## config.mk

```make
export PLATFORM = sky130hd
export DESIGN_NAME = even_divisor_monitor_flat
export DESIGN_NICKNAME = d
export VERILOG_FILES = /design/src/rtl/even_divisor_monitor_if.sv /design/src/rtl/even_divisor_monitor.sv /design/src/flat_wrapper.sv
export SDC_FILE = /design/constraint.sdc
export NUM_CORES = 1
export LEC_CHECK = 0
export BUFFER_PORTS_ARGS = -buffer_cell sky130_fd_sc_hd__buf_2
export CAP_MARGIN = 30
export CORE_MARGIN = 5
export CORE_UTILIZATION = 50
export CTS_CLUSTER_DIAMETER = 30
export DETAILED_ROUTE_END_ITERATION = 12
export PLACE_DENSITY = 0.77
export SKIP_LAST_GASP = 1
export SYNTH_ARGS = -nofsm -noshare
export SYNTH_HDL_FRONTEND = slang
export SYNTH_SLANG_ARGS = --single-unit
```

## constraint.sdc

```tcl
create_clock -name clk -period 2.4 [get_ports clk]
set_input_delay 0 -clock clk [delete_from_list [all_inputs] [get_ports clk]]
set_output_delay 0 -clock clk [all_outputs]
set_load 0.05 [all_outputs]
```

## src/rtl/even_divisor_monitor_if.sv

```systemverilog
// Handshake/status bundle between an even-divider monitor and its controller.
interface even_divisor_monitor_if #(
  parameter int unsigned CNT_W = 8
);
  logic             en;
  logic [CNT_W-1:0] ratio;
  logic             div_in;
  logic             err_clr;
  logic [CNT_W-1:0] period;
  logic [CNT_W-1:0] high;
  logic             period_vld;
  logic             locked;
  logic             err;

  modport master (
    output en, ratio, div_in, err_clr,
    input  period, high, period_vld, locked, err
  );

  modport slave (
    input  en, ratio, div_in, err_clr,
    output period, high, period_vld, locked, err
  );
endinterface

```

## src/rtl/even_divisor_monitor.sv

```systemverilog
// Samples a divided clock as data on clk, measures its period and high time,
// and checks both against a programmed even ratio (lock + sticky error).
module even_divisor_monitor #(
  parameter int unsigned CNT_W  = 8,
  parameter int unsigned LOCK_N = 4
) (
  input  logic                 clk,
  input  logic                 rst,
  even_divisor_monitor_if.slave bus
);

  localparam int unsigned GW = (LOCK_N < 1) ? 1 : $clog2(LOCK_N + 1);

  typedef enum logic [1:0] {
    S_IDLE   = 2'd0,
    S_ACQ    = 2'd1,
    S_TRACK  = 2'd2,
    S_LOCKED = 2'd3
  } state_t;

  state_t           state;
  logic             div_q;
  logic [CNT_W-1:0] p_cnt;
  logic [CNT_W-1:0] h_cnt;
  logic [CNT_W-1:0] h_meas;
  logic [CNT_W-1:0] ratio_q;
  logic [GW-1:0]    good_cnt;
  logic             cfg_err;

  logic rise;
  logic fall;
  logic active;
  logic measuring;
  logic timeout;
  logic cmp_vld;
  logic cmp_good;
  logic cmp_bad;
  logic cfg_bad;
  logic err_set;

  // Edge detect, timeout, compare and error-source decode.
  always_comb begin
    rise      = 1'b0;
    fall      = 1'b0;
    active    = 1'b0;
    measuring = 1'b0;
    timeout   = 1'b0;
    cmp_vld   = 1'b0;
    cmp_good  = 1'b0;
    cmp_bad   = 1'b0;
    cfg_bad   = 1'b0;
    err_set   = 1'b0;

    rise      = bus.div_in & ~div_q;
    fall      = ~bus.div_in & div_q;
    active    = (state != S_IDLE);
    measuring = (state == S_TRACK) || (state == S_LOCKED);
    // Widened compare so 2*ratio never wraps; saturation also counts as a stall.
    timeout   = active && !rise &&
                (({1'b0, p_cnt} == {ratio_q, 1'b0}) || (p_cnt == '1));
    cmp_vld   = measuring && bus.period_vld;
    cmp_good  = cmp_vld && (bus.period == ratio_q) && (bus.high == (ratio_q >> 1));
    cmp_bad   = cmp_vld && !cmp_good;
    cfg_bad   = bus.ratio[0] || (bus.ratio < CNT_W'(2));
    err_set   = bus.en && (((state == S_IDLE) && !cfg_err && cfg_bad) || timeout || cmp_bad);
  end

  // Period and high-time counters plus the div_in history bit.
  always_ff @(posedge clk or posedge rst) begin
    if (rst) begin
      div_q  <= 1'b0;
      p_cnt  <= '0;
      h_cnt  <= '0;
      h_meas <= '0;
    end else begin
      div_q <= bus.div_in;
      if (!active) begin
        p_cnt <= '0;
        h_cnt <= '0;
      end else begin
        if (rise)
          p_cnt <= CNT_W'(1);
        else if (p_cnt != '1)
          p_cnt <= p_cnt + CNT_W'(1);

        if (rise)
          h_cnt <= CNT_W'(1);
        else if (bus.div_in && (h_cnt != '1))
          h_cnt <= h_cnt + CNT_W'(1);
      end
      if (fall)
        h_meas <= h_cnt;
    end
  end

  // Monitor state machine with registered measurement and status outputs.
  always_ff @(posedge clk or posedge rst) begin
    if (rst) begin
      state          <= S_IDLE;
      ratio_q        <= '0;
      good_cnt       <= '0;
      cfg_err        <= 1'b0;
      bus.period     <= '0;
      bus.high       <= '0;
      bus.period_vld <= 1'b0;
      bus.locked     <= 1'b0;
      bus.err        <= 1'b0;
    end else begin
      bus.period_vld <= 1'b0;
      if (bus.en && rise && measuring) begin
        bus.period     <= p_cnt;
        bus.high       <= h_meas;
        bus.period_vld <= 1'b1;
      end

      // A new error in the same cycle as a clear keeps err set.
      if (err_set)
        bus.err <= 1'b1;
      else if (bus.err_clr)
        bus.err <= 1'b0;

      if (!bus.en) begin
        state      <= S_IDLE;
        bus.locked <= 1'b0;
        good_cnt   <= '0;
        cfg_err    <= 1'b0;
      end else begin
        case (state)
          S_IDLE: begin
            if (!cfg_err) begin
              ratio_q <= bus.ratio;
              if (cfg_bad)
                cfg_err <= 1'b1;
              else
                state <= S_ACQ;
            end
          end
          S_ACQ: begin
            if (!timeout && rise) begin
              state    <= S_TRACK;
              good_cnt <= '0;
            end
          end
          S_TRACK: begin
            if (timeout) begin
              state      <= S_ACQ;
              bus.locked <= 1'b0;
              good_cnt   <= '0;
            end else if (cmp_good) begin
              good_cnt <= good_cnt + GW'(1);
              if (good_cnt == GW'(LOCK_N - 1)) begin
                state      <= S_LOCKED;
                bus.locked <= 1'b1;
              end
            end else if (cmp_bad) begin
              good_cnt <= '0;
            end
          end
          S_LOCKED: begin
            if (timeout) begin
              state      <= S_ACQ;
              bus.locked <= 1'b0;
              good_cnt   <= '0;
            end else if (cmp_bad) begin
              state      <= S_TRACK;
              bus.locked <= 1'b0;
              good_cnt   <= '0;
            end
          end
          default: state <= S_IDLE;
        endcase
      end
    end
  end

endmodule
```

## src/flat_wrapper.sv

```systemverilog
// flat-port wrapper written by rule: the top's interface ports become plain ports
module even_divisor_monitor_flat 
#(
  parameter int unsigned CNT_W  = 8,
  parameter int unsigned LOCK_N = 4
)
  (clk, rst, bus_en, bus_ratio, bus_div_in, bus_err_clr, bus_period, bus_high, bus_period_vld, bus_locked, bus_err);
  even_divisor_monitor_if #(.CNT_W(CNT_W)) bus_i ();
  input  logic clk;
  input  logic rst;
  input wire logic [$bits(bus_i.en)-1:0] bus_en;
  input wire logic [$bits(bus_i.ratio)-1:0] bus_ratio;
  input wire logic [$bits(bus_i.div_in)-1:0] bus_div_in;
  input wire logic [$bits(bus_i.err_clr)-1:0] bus_err_clr;
  output wire logic [$bits(bus_i.period)-1:0] bus_period;
  output wire logic [$bits(bus_i.high)-1:0] bus_high;
  output wire logic [$bits(bus_i.period_vld)-1:0] bus_period_vld;
  output wire logic [$bits(bus_i.locked)-1:0] bus_locked;
  output wire logic [$bits(bus_i.err)-1:0] bus_err;
  assign bus_i.en = bus_en;
  assign bus_i.ratio = bus_ratio;
  assign bus_i.div_in = bus_div_in;
  assign bus_i.err_clr = bus_err_clr;
  assign bus_period = bus_i.period;
  assign bus_high = bus_i.high;
  assign bus_period_vld = bus_i.period_vld;
  assign bus_locked = bus_i.locked;
  assign bus_err = bus_i.err;
  even_divisor_monitor #(.CNT_W(CNT_W), .LOCK_N(LOCK_N)) u_core (.clk(clk), .rst(rst), .bus(bus_i));
endmodule
```

==> impl_metrics.env <==
export IMPL_clock_skew_ns=0.005341
export IMPL_leakage_nw=1.672
export IMPL_vdd_ir_drop_max_uv=456.2
export IMPL_synth_common_cells="63 x nand2_1, 58 x dfrtp_1, 20 x nor2_1, 14 x mux2_2, 12 x nor3_1"
export IMPL_syn_num_nets=311
export IMPL_synth_distinct_cells=43
export IMPL_crit_fanout=5
export IMPL_yosysSeqAreaShare=0.5070
export IMPL_die_width_um=85.67
export IMPL_layout_cells_non_filler=425
export IMPL_n_antenna_cell=0
export IMPL_gp_congestion=0.8873
export IMPL_vias=2429
export IMPL_core_um2=5540
export IMPL_maxCapViolations=0
export IMPL_routed_wl_mm=6.944
export IMPL_cts_buffers=9
export IMPL_drt_iter0_drc=186
export IMPL_routedWlPerCell_um=16.34
export IMPL_slowest_delay_ns=0.50
export IMPL_crit_type="flop to flop"
export IMPL_worstPathArrival_ns=2.56
export IMPL_grt_use_total=0.2028
export IMPL_end_kind="flop"
export IMPL_numPortBuffers=31
export IMPL_fin_crit_ns=2.312
export IMPL_finalCritPeriodShare=0.9634
export IMPL_nNetsFinal=366
export IMPL_synth_most_common_cell="nand2_1"
export IMPL_drcViolationCount=0
export IMPL_syn_area_per_cell_um2=9.737
export IMPL_clock_latency_ns=0.34
export IMPL_rows=27
export IMPL_io_pin_count=32
export IMPL_via_per_inst=5.715
export IMPL_drv_slew=0
export IMPL_max_slew_margin=0.4816
export IMPL_cp_required_ns=2.65
export IMPL_synthesis_area_um2=2863
export IMPL_cts_tree="yes"
export IMPL_ys_ff_latch=58
export IMPL_ys_async_sr_fraction=1.000
export IMPL_htreeDepth=3
export IMPL_clock_root_buffer="clkbuf_8"
export IMPL_synthCells=294
export IMPL_antenna_left=0
export IMPL_ys_flop_type="dfrtp_1"
export IMPL_grt_pass1_wl_mm=11.61
export IMPL_outcome="completed"
export IMPL_antenna_found_initial=0
export IMPL_worstMarginPinSlew_ns=0.7724
export IMPL_synth_warnings=0
export IMPL_crit_chain="or3_1 > a2111o_1 > o41ai_4 > o22ai_1 > a221oi_2"
export IMPL_setup_viol=0
export IMPL_final_hold_violation_count=0
export IMPL_grt_ovfl_total=0
export IMPL_finalSetupTns_ns=0
export IMPL_area_growth_pct=21.50
export IMPL_hp_class="primary input to flop"
export IMPL_yosysTopAreaCell="dfrtp_1"
export IMPL_die_area_um2=7338
export IMPL_dpl_cell_count=398
export IMPL_drive_gt1_frac=0.2068
export IMPL_clockBufferDepth=2
export IMPL_power_density_nw_per_um2=663.9
export IMPL_die_y_um=85.67
export IMPL_cts_sinks=58
export IMPL_ys_top_cells_by_area="dfrtp_1 51%, nand2_1 8.3%, mux2_2 5.5%"
export IMPL_setup_worst_path_start_class="flop"
export IMPL_max_freq_mhz=432.5
export IMPL_clkSlewWorstSetupHoldPaths_ns=0.06
export IMPL_yosysTopAreaCellShare=0.5070
export IMPL_grt_max_degree=59
export IMPL_rsz0062_at_grt="false"
export IMPL_slowest_stage="a2111o_1"
export IMPL_drt_pass1_iterations=4
export IMPL_dp_final_hpwl_mm=4.800
export IMPL_grt_pass1_vias=2415
export IMPL_start_util=0.5167
export IMPL_synth_edf_count=0
## critical path, delay by kind of cell (launching register included)
| family | cells | cell delay (ns) |
|---|---|---|
| and+or+nand+nor | 1 | 0.35 |
| AOI/OAI and AO/OA | 4 | 1.48 |
| DFF | 1 | 0.40 |
## area by class of cell
cell class | instances | area (µm²)
sequential | 58 | 1451
clock inverter | 2 | 35.03
inverter | 11 | 41.29
multi-input combinational | 216 | 1341
fill | 474 | 2062
clock buffer | 13 | 168.9
tap | 72 | 90.09
timing repair buffer | 53 | 350.3
## state kept, by name, summed over array words and instances, names as in the netlist
signal and flops:
u_core.bus.period 8, u_core.h_meas 8, u_core.bus.locked 1, u_core.cfg_err 1, u_core.ratio_q 8, u_core.bus.high 8
u_core.bus.period_vld 1, u_core.h_cnt 8, u_core.div_q 1, u_core.bus.err 1, u_core.p_cnt 8, u_core.state 2
u_core.good_cnt 3
## stage by stage
stage | worst slack, ns | instance area, µm² | util | hold slack, ns | power (mW)
2_1_floorplan | 0.02212 | 2863 | - | 0.03143 | 1.287
3_3_place_gp | 0.1847 | 3148 | 0.5682 | 0.1841 | 1.376
3_5_place_dp | 0.09582 | 3148 | 0.5682 | 0.1930 | 1.386
4_1_cts | 0.07853 | 3472 | 0.6267 | 0.3715 | 2.332
5_1_grt | 0.04055 | 3478 | 0.6278 | 0.3934 | 2.409
6_report | 0.08775 | 3478 | 0.6278 | 0.3836 | 2.309
## worst paths after layout
kind                                      startpoint                 end  slack [ns]  depth (start not counted)
worst max-delay path            u_core.bus.period[1]   u_core.bus.locked        0.09                          5
worst min-delay path                      bus_div_in        u_core.div_q        0.38                          2
worst max register to register  u_core.bus.period[1]   u_core.bus.locked        0.09                          5
worst min register to register      u_core.h_meas[1]  u_core.bus.high[1]        0.47                          2
max in group asynchronous                        rst  u_core.good_cnt[2]        1.51                          4
min in group asynchronous                        rst        u_core.div_q        0.41                          4
## what timing repair did
action,CTS,global route
hold buffers,12,0
buffers inserted,0,0
endpoints found under the setup margin,0,2
endpoints found under the hold margin,70,0
resized for setup,0,1
## power by group
group	leakage (nW)	switching, mW	internal (mW)
Combinational	0.782	0.166	0.132
Sequential	0.785	0.0663	1.03
Clock	0.106	0.360	0.557
## routing by layer
metal	share of wire	GRT usage	vias up
met3	0.046	0.05860	16
met4	0.021	0.06763	0
met2	0.49	0.3256	63
met1	0.44	0.2640	1195
met5	0	0	-
li1	-	-	1155
## placed cells by master, fill, tap and decap left out, drive strengths merged, types with 3 or more instances in the layout
master | netlist | routed
nand2 | 63 | 63
and3 | 8 | 8
or3 | 3 | 3
o21ai | 8 | 8
inv | 11 | 11
dfrtp | 58 | 58
ha | 4 | 4
o211ai | 4 | 4
nor3 | 12 | 12
and2 | 3 | 3
nand4 | 3 | 3
mux2 | 14 | 14
buf | 2 | 41
xnor2 | 8 | 8
a21oi | 6 | 6
nand3 | 7 | 7
nor2 | 20 | 20
nor4 | 6 | 6
clkbuf | 7 | 13
o22ai | 5 | 5
o2111ai | 4 | 4
a211oi | 5 | 5
xor2 | 9 | 9
dlygate4sd3 | 0 | 12
## cells by family after synthesis
family | synth area share
buffers and inverters | 0.02666
XOR/XNOR | 0.05201
AO/OA/AOI/OAI | 0.1281
AND/OR/NAND/NOR | 0.2102
adder cells (fa/ha/maj) | 0.01748
multiplexers | 0.05857
flip-flops | 0.5070
Note: power is estimated with default switching activity, not from simulation.
